$ cat config.mk
export PLATFORM = sky130hd
export DESIGN_NAME = scene_load_seq
export DESIGN_NICKNAME = d
export VERILOG_FILES = /design/src/rtl/scene_load_seq.sv
export SDC_FILE = /design/constraint.sdc
export NUM_CORES = 1
export LEC_CHECK = 0
export ABC_AREA = 1
export CORE_ASPECT_RATIO = 1.5
export CORE_MARGIN = 2
export CORE_UTILIZATION = 40
export DETAILED_ROUTE_END_ITERATION = 16
export HOLD_SLACK_MARGIN = 0.05
export PLACE_DENSITY_LB_ADDON = 0.1
export SLEW_MARGIN = 15
export SYNTH_ARGS = -nofsm -noshare
export SYNTH_HDL_FRONTEND = slang
export SYNTH_SLANG_ARGS = --single-unit
$ cat constraint.sdc
create_clock -name clk_i -period 2.02 [get_ports clk_i]
set_clock_uncertainty 0.1 [all_clocks]
set_input_delay 0.404 -clock clk_i [delete_from_list [all_inputs] [get_ports clk_i]]
set_output_delay 0.404 -clock clk_i [all_outputs]
set_load 0.03 [all_outputs]
$ cat src/rtl/scene_load_seq.sv
// Scene load sequencer.
// Accepts packed voxel bytes from a host stream and unpacks each one LSB-first
// into eight single-bit writes at consecutive voxel addresses. It drives
// load_mode for the whole scene and drops it on completion, timeout or abort.
module scene_load_seq #(
  parameter int unsigned ADDR_BITS      = 15,
  parameter int unsigned TIMEOUT_CYCLES = 65535
) (
  input  logic                 clk_i,
  input  logic                 rst_ni,
  input  logic                 start_i,
  input  logic                 abort_i,
  input  logic                 byte_valid_i,
  output logic                 byte_ready_o,
  input  logic [7:0]           byte_data_i,
  output logic                 load_mode_o,
  output logic                 load_valid_o,
  input  logic                 load_ready_i,
  output logic [ADDR_BITS-1:0] load_addr_o,
  output logic                 load_data_o,
  output logic                 busy_o,
  output logic                 done_o,
  output logic                 error_o
);

  // A zero timeout still needs a one-bit timer so the declarations stay legal.
  localparam int unsigned TimerW =
      (TIMEOUT_CYCLES == 0) ? 1 : $clog2(TIMEOUT_CYCLES + 1);
  localparam logic [ADDR_BITS-1:0] AddrLast  = '1;
  localparam logic [TimerW-1:0]    TimerLast = TimerW'(TIMEOUT_CYCLES - 1);

  typedef enum logic [2:0] {
    StIdle,
    StWaitByte,
    StShift,
    StDone,
    StError
  } state_e;

  state_e                state_q, state_d;
  logic [ADDR_BITS-1:0]  addr_q, addr_d;
  logic [2:0]            bit_cnt_q, bit_cnt_d;
  logic [7:0]            shreg_q, shreg_d;
  logic [TimerW-1:0]     timer_q, timer_d;

  // State and datapath registers.
  always_ff @(posedge clk_i or negedge rst_ni) begin
    if (!rst_ni) begin
      state_q   <= StIdle;
      addr_q    <= '0;
      bit_cnt_q <= '0;
      shreg_q   <= '0;
      timer_q   <= '0;
    end else begin
      state_q   <= state_d;
      addr_q    <= addr_d;
      bit_cnt_q <= bit_cnt_d;
      shreg_q   <= shreg_d;
      timer_q   <= timer_d;
    end
  end

  // Next-state logic; abort overrides everything decided in the case below.
  always_comb begin
    state_d   = state_q;
    addr_d    = addr_q;
    bit_cnt_d = bit_cnt_q;
    shreg_d   = shreg_q;
    timer_d   = timer_q;

    case (state_q)
      StIdle, StDone, StError: begin
        if (start_i) begin
          state_d   = StWaitByte;
          addr_d    = '0;
          bit_cnt_d = '0;
          timer_d   = '0;
        end
      end

      StWaitByte: begin
        if (byte_valid_i) begin
          shreg_d   = byte_data_i;
          bit_cnt_d = '0;
          timer_d   = '0;
          state_d   = StShift;
        end else begin
          // Saturate so a disabled timeout cannot wrap.
          if (timer_q != '1) begin
            timer_d = timer_q + TimerW'(1);
          end
          if ((TIMEOUT_CYCLES != 0) && (timer_q == TimerLast)) begin
            state_d = StError;
          end
        end
      end

      StShift: begin
        if (load_ready_i) begin
          shreg_d   = {1'b0, shreg_q[7:1]};
          bit_cnt_d = bit_cnt_q + 3'd1;
          addr_d    = addr_q + ADDR_BITS'(1);
          if (addr_q == AddrLast) begin
            state_d = StDone;
          end else if (bit_cnt_q == 3'd7) begin
            state_d = StWaitByte;
            timer_d = '0;
          end
        end
      end

      default: state_d = StIdle;
    endcase

    if (abort_i) begin
      state_d   = StIdle;
      addr_d    = '0;
      bit_cnt_d = '0;
      timer_d   = '0;
    end
  end

  // Outputs decoded purely from registered state.
  always_comb begin
    busy_o       = (state_q == StWaitByte) || (state_q == StShift);
    load_mode_o  = busy_o;
    byte_ready_o = (state_q == StWaitByte);
    load_valid_o = (state_q == StShift);
    load_addr_o  = load_valid_o ? addr_q : '0;
    load_data_o  = load_valid_o & shreg_q[0];
    done_o       = (state_q == StDone);
    error_o      = (state_q == StError);
  end

endmodule

==> key figures <==
Run status
  – Outcome: complete, no violations

Timing
  – Post-route setup TNS: 0 ns
  – Final Max Slew Viols: 0
  – RSZ-0062 raised after global routing: yes
  – Setup Viol. Count Final: 0
  – Max transition margin: 0.598
  – Post-layout minimum cycle time: 1.97 ns
  – Setup slack after layout: 0.0528 ns
  – Fin crit share: 0.974
  – Max Freq: 0.508 GHz
  – Worst slew pin tran: between 0.6 and 0.7 ns
  – Final Hold Vio Count: 0
  – WHS: 0.0952 ns

Yosys
  – Post-synthesis mux area share: 0
  – Post-synthesis simple-gate area fraction: 0.411
  – Share of flip-flops with an asynchronous set or reset: 1.00
  – Synth Area in Adders: 0.0210
  – Syn Nets: 454
  – Avg Cell Area, Syn: 6.85 um2
  – Seq cells post-synth: 45
  – Number of flops mapped to enable cells by yosys: 0
  – Yosys cell types: 33
  – Seq/Total Area, Yosys: 0.378
  – Main combinational cell family by area after synthesis: simple AND/OR/NAND/NOR gates
  – Syn Inst Count: 435
  – XOR/XNOR Fraction of Synth Area: 0.0176
  – Dominant cell by count in the synthesized netlist: nand2_1
  – YS warnings: 0
  – Synth Area in Compound Gates: 0.0844
  – Yosys top cell area share: 0.378
  – Ys flop type: dfrtp_1
  – Dominant cell type by area after synthesis: dfrtp_1
  – Synth cell count leaders: nand2_1, nor2_1, inv_1, dfrtp_1, nand3_1
  – Area contributors post-synth: dfrtp_1, nand2_1, nor2_1, nand3_1, inv_1
  – Post-Syn Area: 2980 um2

Clocking
  – CTS Hold Buffers Added: 0
  – CTS Buffer Depth: 2
  – Worst skew pair latency: just under 0.3 ns
  – H-tree depth: 2
  – CTS clk-pin slew, worst paths: 0.09 ns
  – CTS Root Cell: clkbuf_8
  – TritonCTS buffer count: 5
  – CTS tree: yes
  – Clock sink count: between 40 and 50

Worst setup path
  – Reg2Reg Depth: 10
  – Max incr delay on CP: around 0.38 ns
  – Worst r2r src: state_q[0]$_DFFE_PN0P_
  – Crit. Startpoint: state_q[0]$_DFFE_PN0P_
  – CP most frequent cell: buf_4
  – Endpoint class of the critical path: primary output
  – R2R setup slack: 0.15 ns
  – Crit-path max FO: 14
  – Critical path required time: between 1.5 and 2 ns
  – Critical-path top delay cell: dfrtp_1
  – Crit Path Class: reg -> out
  – Arrival time worst endpoint: 1.46 ns
  – Cell chain of the critical path: buf_4 -> nand3b_4 -> buf_6 -> nor2_1 -> buf_4
  – Worst Setup Start Kind: flip-flop

Detailed routing
  – Iteration-0 DRC Markers: 140
  – Post-Route WL: around 7.4 mm
  – Drt wl/cell: 12.5 um
  – DR vias/cell: 4.84
  – M1 WL: 3.14 mm
  – WL met2: 3.91 mm
  – Top Metal Used: met4
  – Final ANT Viol Nets: 0
  – Vias: 2880
  – DR pass1 iterations: 4
  – Wire length on met3: 191 um
  – DRC Markers: 0

Job
  – Max-capacitance violation count: 0

Final layout
  – Nets: 513
  – Non-Filler Instances: between 500 and 600
  – Final Instance Area: 3660 um2
  – Filler instances: approximately 770
  – Layout cell share with drive strength beyond 1: 0.186
  – Area Growth Syn to Fin: 23.0%
  – N_diodes: 0

Placement
  – Placed Instance Area: ~3500 um2
  – Placed Instances: about 600
  – Worst slack, placed: -0.145 ns
  – GP Congestion: around 0.94
  – Post-DP HPWL: around 5.7 mm
  – Port-buffer cells: 35

Global route
  – Largest net degree at the start of global routing: 46
  – Global route overflow: 0
  – Via count of the first global-routing pass: 2743
  – Antenna violations before repair: 0
  – Total track usage: 0.197
  – First-pass GRT wire length: 12.5 mm

Floorplan
  – Die Y: 110 um
  – Core area: between 7000 and 8000 um2
  – Die Wd: around 74 um
  – Row cnt: 38
  – Boundary pin count: 36
  – Initial Util: 0.412
  – Full die area: 8170 um2

Power and ir drop
  – Pleak: 1.75 nW
  – Pwr Density: 748 nW/um2
  – Max VDD drop: roughly 0.46 mV

Hold path
  – Min-delay worst type: in -> async
[cells by family (layout without fill, tap and decap cells)]
kind of cell	count (synthesis)	in the layout
AO/OA/AOI/OAI	48	48
AND/OR/NAND/NOR	269	269
XOR/XNOR	6	6
buffers and inverters	62	122
flip-flops	45	45
adder cells (fa/ha/maj)	5	5
[power breakdown]
group	leakage, nW	switching, mW	internal [mW]
Sequential	0.613	0.0448	1.01
Clock	0.0450	0.305	0.241
Combinational	1.10	0.715	0.424
Total	1.75	1.06	1.68
[repair_timing]
action	CTS	global route
pin swaps	0	0
resized for setup	3	13
setup buffers	1	1
setup endpoints to repair	15	37
[stage by stage]
stage	power, mW	util
floorplan	1.81	-
global placement	2.18	0.490
detailed placement	2.19	0.490
CTS	2.76	0.503
global route	2.97	0.507
finish	2.74	0.507
[critical path: cells and delay by family (launching register included)]
kind	cells	cell delay, ns
buf+inv	3	0.49
flops	1	0.38
simple gates	2	0.30
[layer usage]
| metal | vias to the layer above | track usage |
|---|---|---|
| met1 | 1328 | 0.227 |
| li1 | 1498 | - |
| met5 | - | 0 |
| met4 | 0 | 0.0753 |
| met3 | 11 | 0.0284 |
| met2 | 43 | 0.360 |
[worst paths after layout]
check,end
worst max-delay path,load_addr_o[13]
min in group clk_i,bit_cnt_q[1]$_DFFE_PN0P_
max in group asynchronous,state_q[0]$_DFFE_PN0P_
worst max register to register,state_q[0]$_DFFE_PN0P_
worst min register to register,bit_cnt_q[1]$_DFFE_PN0P_
worst min-delay path,timer_q[2]$_DFFE_PN0P_
[layout by cell type, fill, tap and decap left out, types with 2 or more instances in the layout]
master	netlist	final
clkinv_2	0	2
nor2_2	1	5
clkdlybuf4s50_1	0	12
o21ai_0	33	33
dfrtp_1	45	45
nor2_8	2	2
nand4_1	9	9
inv_2	3	4
ha_1	5	5
or2_2	2	2
nand2_1	119	118
nand3_1	41	41
inv_1	47	46
buf_6	1	3
nor2_1	72	68
nor3_1	4	4
clkbuf_8	0	5
nand2_2	11	12
buf_4	1	44
xor2_1	6	6
a21oi_1	10	10
nor2_4	2	2
[sequential cells by signal, indices dropped and copies added, names as in the netlist]
name,flops
bit_cnt_q,3
shreg_q,8
timer_q,16
state_q,3
addr_q,15
[area by class of cell]
cell class	instances	area, um2	share of cell area
clock buffer	6	72.6	0.0198
multi-input combinational	328	1610	0.438
sequential	45	1130	0.307
clock inverter	2	10.0	0.00273
timing repair buffer	64	538	0.147
inverter	50	188	0.0512
tap	100	125	0.0341
(Power assumes the default switching activity.)
